<file path="src/rtl/bcd_entry_pkg.sv">
// bcd_entry_pkg: shared key codes, FSM states and blanking patterns for bcd_operand_entry.
package bcd_entry_pkg;
  localparam logic [3:0] KEY_ADD   = 4'hA;
  localparam logic [3:0] KEY_EQ    = 4'hB;
  localparam logic [3:0] KEY_CLR   = 4'hC;
  localparam logic [3:0] BLANK_ALL = 4'b1111;
  localparam logic [3:0] BLANK_NEW = 4'b1110;
  typedef enum logic [1:0] {S_A = 2'b00, S_B = 2'b01, S_DONE = 2'b10} state_t;
endpackage

</file>
<file path="src/rtl/entry_hold_timer.sv">
// entry_hold_timer: hold counter that flags expiry after TIMEOUT enabled cycles (TIMEOUT = 0 disables).
module entry_hold_timer #(
  parameter int TIMEOUT = 100_000_000,
  parameter int TIMER_W = 27
) (
  input  logic clk,
  input  logic rst,
  input  logic clr,
  input  logic en,
  output logic expire
);
  logic [TIMER_W-1:0] r_cnt;
  always_ff @(posedge clk or negedge rst)
    if (!rst) r_cnt <= '0;
    else r_cnt <= (clr || !en) ? '0 : r_cnt + 1'b1;
  assign expire = (TIMEOUT != 0) && en && !clr && (r_cnt == TIMER_W'(TIMEOUT - 1));
endmodule

</file>
<file path="src/rtl/bcd_operand_entry.sv">
// bcd_operand_entry: keypad "A + B =" operand entry for the BCD adder.
// Define AUTO_ADVANCE_EN to advance on each digit instead of using ADD/EQUAL keys.
module bcd_operand_entry
  import bcd_entry_pkg::*;
#(
  parameter int TIMEOUT = 100_000_000,
  parameter int TIMER_W = 27
) (
  input  logic       clk,
  input  logic       rst,
  input  logic       key_valid,
  input  logic [3:0] key_code,
  output logic [3:0] num_0,
  output logic [3:0] num_1,
  output logic [1:0] state,
  output logic       op_valid,
  output logic [3:0] blank,
  output logic       key_err
);
  state_t     r_state, w_state;
  logic [3:0] r_num_0, w_num_0, r_num_1, w_num_1, r_blank, w_blank;
  logic       r_op, w_op, r_err, w_err, r_a_seen, w_a_seen, r_b_seen, w_b_seen;
  logic       w_digit, w_clr, w_expire, w_go_b, w_go_done;
  assign w_digit = key_code <= 4'd9;
  assign w_clr   = w_expire || (key_valid && key_code == KEY_CLR);
`ifdef AUTO_ADVANCE_EN
  assign w_go_b    = w_digit;
  assign w_go_done = w_digit;
`else
  assign w_go_b    = key_code == KEY_ADD && r_a_seen;
  assign w_go_done = key_code == KEY_EQ && r_b_seen;
`endif
  entry_hold_timer #(.TIMEOUT(TIMEOUT), .TIMER_W(TIMER_W)) u_timer (
    .clk    (clk),
    .rst    (rst),
    .clr    (key_valid || r_state != S_DONE),
    .en     (r_state == S_DONE),
    .expire (w_expire)
  );
  always_comb begin
    w_state  = r_state;
    w_num_0  = r_num_0;
    w_num_1  = r_num_1;
    w_blank  = r_blank;
    w_op     = r_op;
    w_a_seen = r_a_seen;
    w_b_seen = r_b_seen;
    w_err    = 1'b0;
    if (w_clr) begin
      w_state  = S_A;
      w_num_0  = '0;
      w_num_1  = '0;
      w_blank  = BLANK_ALL;
      w_op     = 1'b0;
      w_a_seen = 1'b0;
      w_b_seen = 1'b0;
    end else if (key_valid) begin
      if (key_code > KEY_CLR) w_err = 1'b1;
      else if (r_state == S_DONE) begin
        if (w_digit) begin
          w_state  = S_A;
          w_num_0  = key_code;
          w_num_1  = '0;
          w_blank  = BLANK_NEW;
          w_op     = 1'b0;
          w_a_seen = 1'b1;
          w_b_seen = 1'b0;
        end
      end else if (r_state == S_B) begin
        if (w_digit) begin
          w_num_1  = key_code;
          w_blank[1] = 1'b0;
          w_b_seen = 1'b1;
        end
        if (w_go_done) begin
          w_state = S_DONE;
          w_op    = 1'b1;
          w_blank[3:2] = 2'b00;
        end
      end else begin
        if (w_digit) begin
          w_num_0  = key_code;
          w_blank[0] = 1'b0;
          w_a_seen = 1'b1;
        end
        if (w_go_b) w_state = S_B;
      end
    end
  end
  always_ff @(posedge clk or negedge rst)
    if (!rst) begin
      r_state  <= S_A;
      r_num_0  <= '0;
      r_num_1  <= '0;
      r_blank  <= BLANK_ALL;
      r_op     <= 1'b0;
      r_err    <= 1'b0;
      r_a_seen <= 1'b0;
      r_b_seen <= 1'b0;
    end else begin
      r_state  <= w_state;
      r_num_0  <= w_num_0;
      r_num_1  <= w_num_1;
      r_blank  <= w_blank;
      r_op     <= w_op;
      r_err    <= w_err;
      r_a_seen <= w_a_seen;
      r_b_seen <= w_b_seen;
    end
  assign num_0    = r_num_0;
  assign num_1    = r_num_1;
  assign state    = r_state;
  assign op_valid = r_op;
  assign blank    = r_blank;
  assign key_err  = r_err;
endmodule

</file>
<file path="config.mk">
export PLATFORM = sky130hd
export DESIGN_NAME = bcd_operand_entry
export DESIGN_NICKNAME = d
export VERILOG_FILES = /design/src/rtl/bcd_entry_pkg.sv /design/src/rtl/entry_hold_timer.sv /design/src/rtl/bcd_operand_entry.sv
export SDC_FILE = /design/constraint.sdc
export NUM_CORES = 1
export LEC_CHECK = 0
export ABC_CLOCK_PERIOD_IN_PS = 1900
export BUFFER_PORTS_ARGS = -buffer_cell sky130_fd_sc_hd__buf_4
export CELL_PAD_IN_SITES_DETAIL_PLACEMENT = 1
export CELL_PAD_IN_SITES_GLOBAL_PLACEMENT = 2
export CORE_ASPECT_RATIO = 0.8
export CORE_MARGIN = 2
export CORE_UTILIZATION = 35
export CTS_BUF_LIST = sky130_fd_sc_hd__clkbuf_4 sky130_fd_sc_hd__clkbuf_8
export DETAILED_ROUTE_END_ITERATION = 10
export GPL_TIMING_DRIVEN = 0
export PLACE_DENSITY = 0.77
export RECOVER_POWER = 50
export SYNTH_ARGS = -nofsm -noshare
export SYNTH_HDL_FRONTEND = slang
export SYNTH_SLANG_ARGS = --single-unit
</file>
<file path="constraint.sdc">
create_clock -name clk -period 1.9 [get_ports clk]
set_input_delay 0.19 -clock clk [delete_from_list [all_inputs] [get_ports clk]]
set_output_delay 0.19 -clock clk [all_outputs]
set_load 0.02 [all_outputs]
</file>
# Word-level counts from Yosys, hierarchy flattened

Cells that the tools add are included.

Add/subtract/negate cells: 1
$mul: 0
Div/mod/pow operators: 0
Bitwise logic cells: 0
Multiplexer cells: 52
Shift operators: 0
Reduce and logical (&&, ||, !) cells: 20
Magnitude comparators: 2
Eq/ne operators: 12

Operators by type and width:

| cell                                                  | number |
|---|---|
| 2-to-1 mux 4 bit                                      | 18 |
| adder 27 x 1 -> 27 bit, second input constant         | 1 |
| equality test 27 bit, second input constant           | 1 |
| 2-to-1 mux 27 bit                                     | 1 |
| 2-to-1 mux 1 bit                                      | 23 |
| AND reduction 5 bit                                   | 4 |
| 2-to-1 mux 2 bit                                      | 9 |
| equality test 4 bit, second input constant            | 3 |
| nonzero test 3 bit                                    | 3 |
| inequality test 3 bit, second input constant          | 2 |
| logical AND 1 bit                                     | 5 |
| greater-than comparator 4 bit, second input constant  | 1 |
| <= comparator 4 bit, second input constant            | 1 |
| inequality test 2 bit, second input constant          | 2 |
| inequality test 4 x 3 -> 1 bit, second input constant | 1 |
| nonzero test 4 bit                                    | 1 |
| logical OR 1 bit                                      | 3 |
| 2-to-1 mux 3 bit                                      | 1 |
| inequality test 3 x 2 -> 1 bit, second input constant | 1 |
| AND reduction 3 bit                                   | 1 |
| equality test 2 x 1 -> 1 bit, second input constant   | 1 |
| equality test 2 bit, second input constant            | 1 |
| zero test 1 bit                                       | 2 |
| nonzero test 2 bit                                    | 1 |

Memory bits (read-only): 0
Output and inout port bits: 16
RAM bits: 0
Word-level logic and storage cells: 98
Input port bits: 7
Memories kept: 0
Bits in latches: 0
Register bits after elaboration: 45

# Depth between registers and ports, before layout

Depth after elaboration: 8
Gate-level depth with buffers: 8
Depth with buffers taken out: 6

# Hierarchy

A second synthesis with hierarchy kept.

Cells, all modules: 226
Area total of the unflattened synthesis: 2272.2 um2

Modules (own cells, without submodules):

| module            | sequential area each (um2) | cells an instance | area each (um2) | instances |
|---|---|---|---|---|
| entry_hold_timer  | 675.6                      | 147               | 1418.9          | 1 |
| bcd_operand_entry | 429.2                      | 79                | 853.3           | 1 |

# Worst setup path after synthesis

OpenSTA, ideal clock, no wires.

Path kind: register to register
Start: reg r_state[0], in the netlist state[0]
End: reg r_num_0[0], in the netlist num_0[0]
Path buffers: 2
Period minus slack after synthesis: 2.134 ns
Data required time: 1.778 ns
Arrival time: 2.012 ns
Path slack: -0.234 ns
Cell stages (with the launch flop): 9
Cell sequence: dfrtp_1 inv_1 ha_1 buf_2 nor4b_1 nand4_1 or3_1 clkbuf_1 a32o_1

Longest elaborated chain between the ends: 8
Elaborated cells on any way between the ends: 16

RTL lines:

| what                                                             | line                     | source |
|---|---|---|
| from (decl)                                                      | bcd_operand_entry.sv:20  | `state_t r_state, w_state;` |
| from (signal assigned)                                           | bcd_operand_entry.sv:101 | `r_state <= w_state;` |
| inequality test 2 bit                                            | bcd_operand_entry.sv:36  | `.clr (key_valid \|\| r_state != S_DONE),` |
| logical OR 1 bit                                                 | bcd_operand_entry.sv:36  |  |
| zero test 1 bit                                                  | entry_hold_timer.sv:16   | `assign expire = (TIMEOUT != 0) && en && !clr && (r_cnt == TIMER_W'(TIMEOUT - 1));` |
| logical AND 1 bit (2 in a row)                                   | entry_hold_timer.sv:16   |  |
| logical OR 1 bit                                                 | bcd_operand_entry.sv:25  | `assign w_clr = w_expire \|\| (key_valid && key_code == KEY_CLR);` |
| inequality test 3 x 2 -> 1 bit (no line) (tied with other cells) | -                        |  |
| AND reduction 3 bit (no line)                                    | -                        |  |
| to (signal assigned)                                             | bcd_operand_entry.sv:102 | `r_num_0 <= w_num_0;` |
| to (decl)                                                        | bcd_operand_entry.sv:21  | `logic [3:0] r_num_0, w_num_0, r_num_1, w_num_1, r_blank, w_blank;` |

Several ways; a longest one is shown, not always the timed one. The select of a mux whose other input is x is not followed.
A chain may end at the register's enable or synchronous reset.

# Worst setup path after layout

Start: reg r_state[0], in the netlist state[0]
End: reg r_num_1[2], in the netlist num_1[2]

Longest elaborated chain between the ends: 8
Elaborated cells on any way between the ends: 18

RTL lines:

| what                                                    | line                     | source |
|---|---|---|
| inequality test 2 bit                                   | bcd_operand_entry.sv:36  |  |
| logical OR 1 bit                                        | bcd_operand_entry.sv:36  |  |
| zero test 1 bit                                         | entry_hold_timer.sv:16   |  |
| logical AND 1 bit (2 in a row)                          | entry_hold_timer.sv:16   |  |
| logical OR 1 bit                                        | bcd_operand_entry.sv:25  |  |
| inequality test 3 bit (no line) (tied with other cells) | -                        |  |
| AND reduction 5 bit (no line)                           | -                        |  |
| to (signal assigned)                                    | bcd_operand_entry.sv:103 | `r_num_1 <= w_num_1;` |
| to (decl)                                               | bcd_operand_entry.sv:21  |  |

Several ways; a longest one is shown, not always the timed one. The select of a mux whose other input is x is not followed.

==> key figures <==
Floorplan
  • Die Width: 94.48 um
  • Core Box Area: roughly 0.0064 mm^2
  • IO Pins: 23
  • Die H: 76.38 um
  • DIE AREA: slightly above 0.007 mm^2
  • Initial core utilization: 0.3595
  • Cell Rows: 26

Power
  • Total power: just under 3000 uW
  • Sw Pwr: just under 1000 uW
  • Switching share of power: 0.3357
  • Peak VDD IR: around 620 uV
  • Sequential share of power: 0.407
  • Clock power share: 0.258
  • Leak: around 0.0012 uW
  • Cell area power density: 967.4 mW/mm^2
  • Comb pwr share: 0.335
  • Int Pwr: 1918 uW

Layout
  • Antenna diodes: 0
  • Reg area: 0.001112 mm^2
  • Layout cells sized above 1: 0.3297
  • Fillers: 722
  • # nets final: about 290
  • Multi-input gate area: about 0.0012 mm^2
  • Area Growth Syn to Fin: 30.19%

STA
  • Final hold vios: 0
  • Fin crit period: 1.934 ns
  • Fin worst setup slack: -0.03437 ns
  • Worst Tran Pin Value: about 1.2 ns
  • Relative slew margins: 0.2255
  • Min Hold Slack: roughly 0.19 ns
  • Setup Skew: roughly 0.013 ns
  • RSZ-0062 raised after global routing: true
  • # setup viols final: 7
  • Tcrit/Tclk final: 1.018
  • Achievable Freq: approximately 520 MHz
  • Final Max Tran Viols: 0

Critical path
  • RR Endpoint: num_1[2]$_DFFE_PN0P_
  • Crit start category: flop
  • CP arrival: about 2.1 ns
  • CP bufs+invs: 3
  • Critical R2R Launch: state[0]$_DFFE_PN0P_
  • CP startpoint: state[0]$_DFFE_PN0P_
  • Crit path to: num_1[2]$_DFFE_PN0P_
  • CP required: about 2.1 ns
  • Kind of critical path: reg2reg
  • Worst path slowest cell: dfrtp_2
  • CP peak stage delay: roughly 0.42 ns
  • Element type at the critical path end: flop
  • Worst Reg2Reg Path Length in Cells: 8
  • Reg2reg setup slack: -0.03 ns
  • Top delay family on crit path: simple AND/OR/NAND/NOR gates
  • CP Max Fanout: 5
  • Crit path cell chain: inv_2 > ha_4 > nor4b_4 > nand4_1 > or3_4 > buf_8 > buf_12 > a32o_1
  • CP Depth: 8

Clock tree
  • H-tree Lvls: 2
  • CTS Sinks: 44
  • Clock Pin Slew Worst Setup and Hold Paths: about 0.090 ns
  • Clk_lat worst skew: between 0.3 and 0.4 ns
  • Longest Clk Path Bufs: 2
  • Total CTS buffers: 5
  • Root Driver: clkbuf_8
  • CTS tree: done

Logic synthesis
  • Cell variety after synth: 46
  • Dominant cell type by area after synthesis: dfrtp_1
  • Top cells by count, synth: 41 x dfrtp_1, 21 x a21oi_1, 15 x nor2_1
  • Async set or reset register ratio after synthesis: 1.000
  • Seq/Total Area, Yosys: 0.4820
  • #FFs+latches synth: 44
  • Post-synth EDFFs: 0
  • Synth top area share: 0.4476
  • Gate count after technology mapping: approximately 230
  • Yosys Warn Count: 0
  • Syn_area_per_cell: 10.01 um^2
  • Mapped cell area: about 0.0023 mm^2
  • Most frequent cell after synthesis: dfrtp_1
  • Dominant synthesized flop cell: dfrtp_1
  • Top cells by area, synth: dfrtp_1 45%, a21oi_1 4.6%, or4_1 3.6%, a32o_1 3.5%, dfstp_2 3.4%
  • Syn nets: 240

Run
  • Maxcap violations: 0

Route
  • Total wire length: 6495 um
  • Iter 0 DRT Violations: 63
  • DR pass1 iterations: 4
  • Vias per cell: 5.603
  • Post-DRT Antenna Nets: 0
  • Vias: slightly above 2k
  • Wirelength per Cell: around 18 um
  • Final routed DRC violation total: 0

Run status
  • Failing checks: negative setup slack
  • Status: finished with violations

GRT
  • Global-route wire length before repair: 10650 um
  • GR Overflow Total: 0
  • Total global routing track utilization: 0.1916
  • Vias in the first global route: between 2k and 2.5k
  • Largest net degree at the start of global routing: between 40 and 50
  • Initial antenna violation count: 0

Worst hold path
  • HP Class: in2reg

Placed design
  • I/O Buffers: 19
  • Gpl congestion: around 0.77
  • Dpl hpwl: roughly 4300 um
  • DP Worst Slack: -0.3650 ns
[logic make-up after synthesis]
logic type	after synthesis	synth area share
flip-flops	44	0.4820
buffers and inverters	20	0.04257
multiplexers	2	0.009825
XOR/XNOR	11	0.04203
adder cells (fa/ha/maj)	4	0.02183
AND/OR/NAND/NOR	89	0.2260
AO/OA/AOI/OAI	59	0.1758
[cells in the final DEF (no fill, tap or decap), types with 7 or more instances in the layout]
master	instances
a21oi_1	17
xnor2_1	7
nand3_1	8
a32o_1	8
o21ai_0	8
dfrtp_1	35
or4_1	9
o31ai_1	9
inv_1	7
nand2_1	13
nor2_1	15
buf_4	36
[per-layer routing]
layer / global-route usage / share of wire / vias to the layer above
met5: 0 / 0 / -
met4: 0.05652 / 0.010 / 0
met3: 0.03956 / 0.037 / 5
met2: 0.2757 / 0.45 / 32
met1: 0.2890 / 0.51 / 1029
li1: - / - / 951
[cell type report]
type                            count  share of cell area
Buffer                             11             0.02767
Clock buffer                        5             0.02306
Clock inverter                      3             0.01426
Inverter                            8             0.01006
Multi-Input combinational cell    165              0.4096
Sequential cell                    44              0.3727
Tap cell                           84             0.03522
Timing Repair Buffer               40              0.1073
[sequential cells by signal (all words and copies together), names as in the netlist]
name	flops
u_timer.r_cnt	27
num_0	4
num_1	4
blank	3
state	2
key_err	1
op_valid	1
r_a_seen	1
r_b_seen	1
[worst min path at each step]
| stage | start | endpoint | slack (ns) | depth (start not counted) |
|---|---|---|---|---|
| after floorplan | rst | key_err$_DFF_PN0_ | -0.11 | 0 |
| after global placement | rst | u_timer.r_cnt[12]$_DFF_PN0_ | 0.24 | 1 |
| after detailed placement | rst | u_timer.r_cnt[10]$_DFF_PN0_ | 0.24 | 1 |
| after CTS | key_code[0] | num_1[0]$_DFFE_PN0P_ | 0.16 | 2 |
| after global routing | key_code[2] | num_0[2]$_DFFE_PN0P_ | 0.17 | 2 |
| final | key_code[2] | num_0[2]$_DFFE_PN0P_ | 0.19 | 2 |
[per-stage QoR]
step                      instances  utilization  TNS [ns]  instance area [um^2]
after CTS                       355       0.4498   -0.2726                  2868
after detailed placement        332       0.4050    -3.533                  2582
after global routing            360       0.4680    -1.052                  2984
after global placement          332       0.4050    -3.340                  2582
final                           360       0.4680   -0.1828                  2984
after floorplan                 229            -   -0.1819                  2335
[what timing repair did]
item	in CTS	in global routing
gates resized for setup	16	24
cloned	0	0
hold buffers	1	0
setup endpoints to repair	25	27
pin swaps	11	6
endpoints found under the hold margin	41	0
buffers inserted	15	8
[power by group through the flow]
stage | Combinational [uW] | Sequential [uW] | Clock [uW]
CTS | 938 | 1180 | 764
floorplan | 426 | 1330 | 0
finish | 967 | 1170 | 744
detailed placement | 896 | 1200 | 0
global placement | 888 | 1200 | 0
global route | 1070 | 1200 | 814
(Power assumes the default switching activity.)
